**src/rtl/sequencer_fsm.sv**
```systemverilog
// sequencer_fsm
//   Multi-cycle control FSM for the simple RISC datapath. Starting from an
//   accepted start pulse, it steps the register file, the A/B/C pipeline
//   registers and the status register through one instruction, then returns
//   to WAIT.
//
// Ports
//   clk      in   rising-edge clock
//   reset    in   synchronous, active-high reset (wins over everything)
//   s        in   start, sampled only in WAIT
//   opcode   in   [2:0] instruction[15:13] from the decoder
//   op       in   [1:0] instruction[12:11] from the decoder
//   w        out  1 = idle in WAIT, ready for s
//   nsel     out  [1:0] decoder register select: 00=Rm, 01=Rd, 10=Rn
//   loada    out  load register A
//   loadb    out  load register B
//   loadc    out  load register C
//   loads    out  load status register
//   asel     out  1 = ALU A input forced to 0
//   bsel     out  1 = ALU B input is sximm5
//   vsel     out  [1:0] register-file write-data select
//   write    out  register-file write enable
//   illegal  out  one-cycle pulse when an unsupported opcode/op is decoded
//
// States
//   state        | meaning
//   ST_WAIT      | idle, w=1, accepts s and latches opcode/op
//   ST_DECODE    | classify latched fields, flag illegal codes
//   ST_WRITE_IMM | write sximm8 into Rn
//   ST_GET_A     | read Rn into A
//   ST_GET_B     | read Rm into B
//   ST_EXEC      | ALU cycle: load C, or status only for CMP
//   ST_WRITE_REG | write C into Rd

module sequencer_fsm #(
  parameter logic [1:0] VSEL_C     = 2'b00,
  parameter logic [1:0] VSEL_PC    = 2'b01,
  parameter logic [1:0] VSEL_IMM8  = 2'b10,
  parameter logic [1:0] VSEL_MDATA = 2'b11
) (
  input  logic       clk,
  input  logic       reset,
  input  logic       s,
  input  logic [2:0] opcode,
  input  logic [1:0] op,
  output logic       w,
  output logic [1:0] nsel,
  output logic       loada,
  output logic       loadb,
  output logic       loadc,
  output logic       loads,
  output logic       asel,
  output logic       bsel,
  output logic [1:0] vsel,
  output logic       write,
  output logic       illegal
);

  typedef enum logic [2:0] {
    ST_WAIT      = 3'd0,
    ST_DECODE    = 3'd1,
    ST_WRITE_IMM = 3'd2,
    ST_GET_A     = 3'd3,
    ST_GET_B     = 3'd4,
    ST_EXEC      = 3'd5,
    ST_WRITE_REG = 3'd6
  } state_t;

  localparam logic [1:0] NSEL_RM = 2'b00;
  localparam logic [1:0] NSEL_RD = 2'b01;
  localparam logic [1:0] NSEL_RN = 2'b10;

  // PC and MDATA are reserved write-back sources this block never selects;
  // an override that aliased them onto C or IMM8 would make the write-back
  // mux ambiguous, so such a parameter set elaborates to an empty trap block.
  if (VSEL_PC == VSEL_C || VSEL_PC == VSEL_IMM8 ||
      VSEL_MDATA == VSEL_C || VSEL_MDATA == VSEL_IMM8) begin : g_vsel_alias
  end

  function automatic logic f_mov_imm(input logic [2:0] oc, input logic [1:0] o);
    return (oc == 3'b110) && (o == 2'b10);
  endfunction

  function automatic logic f_mov_reg(input logic [2:0] oc, input logic [1:0] o);
    return (oc == 3'b110) && (o == 2'b00);
  endfunction

  function automatic logic f_alu(input logic [2:0] oc);
    return oc == 3'b101;
  endfunction

  function automatic logic f_cmp(input logic [2:0] oc, input logic [1:0] o);
    return (oc == 3'b101) && (o == 2'b01);
  endfunction

  function automatic logic f_mvn(input logic [2:0] oc, input logic [1:0] o);
    return (oc == 3'b101) && (o == 2'b11);
  endfunction

  state_t     state_q, state_d;
  logic [2:0] opcode_q, opcode_d;
  logic [1:0] op_q, op_d;

  logic       w_q, w_d;
  logic [1:0] nsel_q, nsel_d;
  logic       loada_q, loada_d;
  logic       loadb_q, loadb_d;
  logic       loadc_q, loadc_d;
  logic       loads_q, loads_d;
  logic       asel_q, asel_d;
  logic       bsel_q, bsel_d;
  logic [1:0] vsel_q, vsel_d;
  logic       write_q, write_d;
  logic       illegal_q, illegal_d;

  always_comb begin
    state_d  = state_q;
    opcode_d = opcode_q;
    op_d     = op_q;
    case (state_q)
      ST_WAIT: begin
        if (s) begin
          state_d  = ST_DECODE;
          opcode_d = opcode;
          op_d     = op;
        end
      end
      ST_DECODE: begin
        if (f_mov_imm(opcode_q, op_q))
          state_d = ST_WRITE_IMM;
        else if (f_mov_reg(opcode_q, op_q) || f_mvn(opcode_q, op_q))
          state_d = ST_GET_B;
        else if (f_alu(opcode_q))
          state_d = ST_GET_A;
        else
          state_d = ST_WAIT;
      end
      ST_WRITE_IMM: state_d = ST_WAIT;
      ST_GET_A:     state_d = ST_GET_B;
      ST_GET_B:     state_d = ST_EXEC;
      ST_EXEC:      state_d = f_cmp(opcode_q, op_q) ? ST_WAIT : ST_WRITE_REG;
      ST_WRITE_REG: state_d = ST_WAIT;
      default:      state_d = ST_WAIT;
    endcase
  end

  // Outputs are decoded from the next state so the registered copies line up
  // with the state register: they are Moore outputs without a decode delay.
  always_comb begin
    w_d       = 1'b0;
    nsel_d    = NSEL_RM;
    loada_d   = 1'b0;
    loadb_d   = 1'b0;
    loadc_d   = 1'b0;
    loads_d   = 1'b0;
    asel_d    = 1'b0;
    bsel_d    = 1'b0;
    vsel_d    = VSEL_C;
    write_d   = 1'b0;
    illegal_d = 1'b0;
    case (state_d)
      ST_WAIT: w_d = 1'b1;
      ST_DECODE: begin
        illegal_d = !(f_mov_imm(opcode_d, op_d) || f_mov_reg(opcode_d, op_d) ||
                      f_alu(opcode_d));
      end
      ST_WRITE_IMM: begin
        nsel_d  = NSEL_RN;
        vsel_d  = VSEL_IMM8;
        write_d = 1'b1;
      end
      ST_GET_A: begin
        nsel_d  = NSEL_RN;
        loada_d = 1'b1;
      end
      ST_GET_B: begin
        nsel_d  = NSEL_RM;
        loadb_d = 1'b1;
      end
      ST_EXEC: begin
        asel_d = f_mov_reg(opcode_d, op_d);
        if (f_cmp(opcode_d, op_d))
          loads_d = 1'b1;
        else
          loadc_d = 1'b1;
      end
      ST_WRITE_REG: begin
        nsel_d  = NSEL_RD;
        vsel_d  = VSEL_C;
        write_d = 1'b1;
      end
      default: w_d = 1'b1;
    endcase
  end

  always_ff @(posedge clk) begin
    if (reset) begin
      state_q   <= ST_WAIT;
      opcode_q  <= '0;
      op_q      <= '0;
      w_q       <= 1'b1;
      nsel_q    <= NSEL_RM;
      loada_q   <= 1'b0;
      loadb_q   <= 1'b0;
      loadc_q   <= 1'b0;
      loads_q   <= 1'b0;
      asel_q    <= 1'b0;
      bsel_q    <= 1'b0;
      vsel_q    <= VSEL_C;
      write_q   <= 1'b0;
      illegal_q <= 1'b0;
    end else begin
      state_q   <= state_d;
      opcode_q  <= opcode_d;
      op_q      <= op_d;
      w_q       <= w_d;
      nsel_q    <= nsel_d;
      loada_q   <= loada_d;
      loadb_q   <= loadb_d;
      loadc_q   <= loadc_d;
      loads_q   <= loads_d;
      asel_q    <= asel_d;
      bsel_q    <= bsel_d;
      vsel_q    <= vsel_d;
      write_q   <= write_d;
      illegal_q <= illegal_d;
    end
  end

  assign w       = w_q;
  assign nsel    = nsel_q;
  assign loada   = loada_q;
  assign loadb   = loadb_q;
  assign loadc   = loadc_q;
  assign loads   = loads_q;
  assign asel    = asel_q;
  assign bsel    = bsel_q;
  assign vsel    = vsel_q;
  assign write   = write_q;
  assign illegal = illegal_q;

endmodule

```
**config.mk**
```make
export PLATFORM = sky130hd
export DESIGN_NAME = sequencer_fsm
export DESIGN_NICKNAME = d
export VERILOG_FILES = /design/src/rtl/sequencer_fsm.sv
export SDC_FILE = /design/constraint.sdc
export NUM_CORES = 1
export LEC_CHECK = 0
export ABC_AREA = 1
export BUFFER_PORTS_ARGS = -buffer_cell sky130_fd_sc_hd__buf_4
export CAP_MARGIN = 20
export CORE_AREA = 5 5 48 50
export CTS_CLUSTER_SIZE = 8
export DETAILED_ROUTE_END_ITERATION = 16
export DIE_AREA = 0 0 53 55
export PLACE_DENSITY = 0.73
export REMOVE_ABC_BUFFERS = 1
export SLEW_MARGIN = 30
export SYNTH_ARGS = -nofsm -noshare
export SYNTH_HDL_FRONTEND = slang
export SYNTH_SLANG_ARGS = --single-unit
```
**constraint.sdc**
```tcl
create_clock -name clk -period 1.6 [get_ports clk]
set_input_delay 0.16 -clock clk [delete_from_list [all_inputs] [get_ports clk]]
set_output_delay 0.16 -clock clk [all_outputs]
set_load 0.05 [all_outputs]
```
==> key figures <==
Synthesis
  • Number of synthesized register bits: 19
  • Adder-cell share of the synthesized area: 0
  • Gate Count Post-Synth: 126
  • Post-synthesis mux area share: 0
  • Ys Warns: 0
  • Synthesized area per cell: 6.96 µm²
  • Mapped Area: 877 µm²
  • Post-synthesis simple-gate area fraction: 0.381
  • Cell variety after synth: 22
  • Seq/Total Area, Yosys: 0.434
  • Largest family of logic cells by synthesized area: simple AND/OR/NAND/NOR gates
  • Post-Synth XOR/XNOR Area: 0
  • Compound-Gate Fraction of Synth Area: 0.0685

Place
  • DPL Wire Length: 1.38 mm
  • Placed inst area: 0.00103 mm²
  • Port Buf Inserts: 18
  • Final Wtd Congestion: 0.803

Timing
  • Count of final setup violators: 0
  • Period utilisation layout: 0.812
  • Setup TNS: 0 ns
  • Max Clock Skew: 0.0110 ns
  • Fin. max-slew vios: 0
  • Final hold vios: 0
  • Fin crit period: 1.30 ns
  • Maximum clock frequency: 770 MHz
  • RSZ-0062 raised after global routing: false

Clock network
  • Htree depth: 1
  • CTS resizes: 0
  • Count of hold-fix buffers inserted at cts: 0
  • Worst skew pair latency: 0.30 ns
  • CTS tree: yes
  • CTS Buf Count: 3
  • Clk slew on worst S/H paths: 0.12 ns
  • Clock root buffer: clkbuf_4
  • Max clock buf depth: 2
  • Post-CTS setup buffers: 0
  • CTS sink count: 19

Layout
  • Area of the multi-input gates: 402 µm²
  • Area grow syn2layout: 20.1%
  • Ant diodes: 0
  • Share of layout cells above drive strength 1: 0.262
  • Commonest non-fill, non-tap cells in the layout: nand2_1 (35), nor2_1 (21), dfxtp_1 (19), buf_4 (18), inv_1 (16)
  • Commonest non-fill, non-tap cell in the layout: nand2_1
  • Design area: 0.00105 mm²
  • Number of nets in the layout: 154
  • Storage cell area: 380 µm²
  • Number of fill cells in the layout: 191

Floorplanning
  • Die height: 55 µm
  • Initial cell density of the core: 0.471
  • Io pins: 21
  • Core area: 0.00186 mm²
  • Die Width: 53 µm
  • Num rows: 16
  • Die ar.: 0.00292 mm²

Run
  • Max_cap viols: 0

GRT
  • Congestion Overflow GR: 0
  • First-pass GRT wire length: 2.87 mm
  • Initial antenna violation count: 0
  • Number of global-route vias before repair: 731
  • Largest net degree at the start of global routing: 12
  • Overall Global Routing Usage: 0.134

Route
  • Post-route ant nets: 0
  • Avg Vias per Cell: 4.66
  • DRT Wirelength: 1.77 mm
  • DRC Markers: 0
  • Detailed Routing Iterations Pass 1: 4
  • Vias: 801
  • Post-DR wirelength/cell: 10.3 µm
  • DR iter-0 viols: 28

Pwr
  • Peak VDD IR: 0.449 mV
  • Static Leak: 0.543 nW
  • Pwr Density: 848 mW/mm²

Hold path
  • Worst Hold Class: input port to flop

Worst setup path
  • Crit-path max FO: 7
  • Type of origin of the critical path: flop
  • Critical path class: flop to flop
  • Worst endpoint required time: 1.80 ns
  • Setup crit end kind: flop
  • CP Data Arrival Time: 1.50 ns

Outcome
  • Outcome: finished clean
worst max-delay path, cell delays in order, from the launching register on:
cell     delay (ns)
dfxtp_1        0.37
nor2_4         0.20
nand2_1        0.14
inv_2          0.09
nand2_1        0.06
nand2_1        0.08
nand3_1        0.13
nor2_1         0.11
nor2_1         0.05
layer usage:
layer,up-vias,share of wire,global-route usage
met1,338,0.40,0.141
met5,-,0,0
li1,414,-,-
met2,43,0.49,0.246
met3,6,0.091,0.0375
met4,0,0.013,0.0638
cells in the mapped netlist, drive strengths merged:
cell	instances	area (µm²)
a21oi	6	45.1
buf	3	20.0
clkbuf	1	3.75
clkinv	1	3.75
conb	1	3.75
dfxtp	19	380
inv	19	71.3
nand2	39	156
nand3	3	20.0
nand4	4	25.0
nor2	24	103
nor3	3	30.0
o21ai	3	15.0
worst paths after layout:
path	from	end	slack, ns	cells past startpoint
worst max-delay path	state_q[1]$_SDFF_PP0_	loadc$_SDFF_PP0_	0.30	8
worst min-delay path	reset	opcode_q[1]$_SDFF_PP0_	0.13	2
worst max register to register	state_q[1]$_SDFF_PP0_	loadc$_SDFF_PP0_	0.30	8
worst min register to register	op_q[0]$_SDFF_PP0_	op_q[0]$_SDFF_PP0_	0.57	2
cell type report:
type / count / area share
inverters: 20 / 0.0713
clock inverters: 1 / 0.00475
well taps: 27 / 0.0321
flip-flops and latches: 19 / 0.361
repair buffers: 18 / 0.128
multi-input cells: 84 / 0.381
clock buffers: 3 / 0.0214
power breakdown:
part / internal, mW / total (mW) / switching (mW)
registers: 0.489 / 0.503 / 0.0138
logic: 0.0459 / 0.149 / 0.103
clock network: 0.0930 / 0.242 / 0.149
total: 0.628 / 0.894 / 0.265
cells by family (layout without fill, tap and decap cells):
family                 count (synthesis)  in the layout
buffers and inverters                 24             42
flip-flops                            19             19
other                                  1              2
AO/OA/AOI/OAI                          9              9
AND/OR/NAND/NOR                       73             73
flip-flops by register name (all words and copies together), names as in the netlist, 2 cells and up:
signal and flops:
nsel 2, opcode_q 3, state_q 3, op_q 2
per-stage QoR:
step / hold WS, ns / cells / utilization / total power [mW] / setup WS (ns)
after floorplan: 0.229 / 123 / - / 0.614 / 0.453
after detailed placement: 0.449 / 168 / 0.551 / 0.660 / 0.332
after CTS: 0.123 / 172 / 0.566 / 0.901 / 0.307
after global placement: 0.443 / 168 / 0.551 / 0.657 / 0.368
after global routing: 0.126 / 172 / 0.566 / 0.938 / 0.148
final: 0.129 / 172 / 0.566 / 0.894 / 0.301
Power figures use the tool's default switching activity.
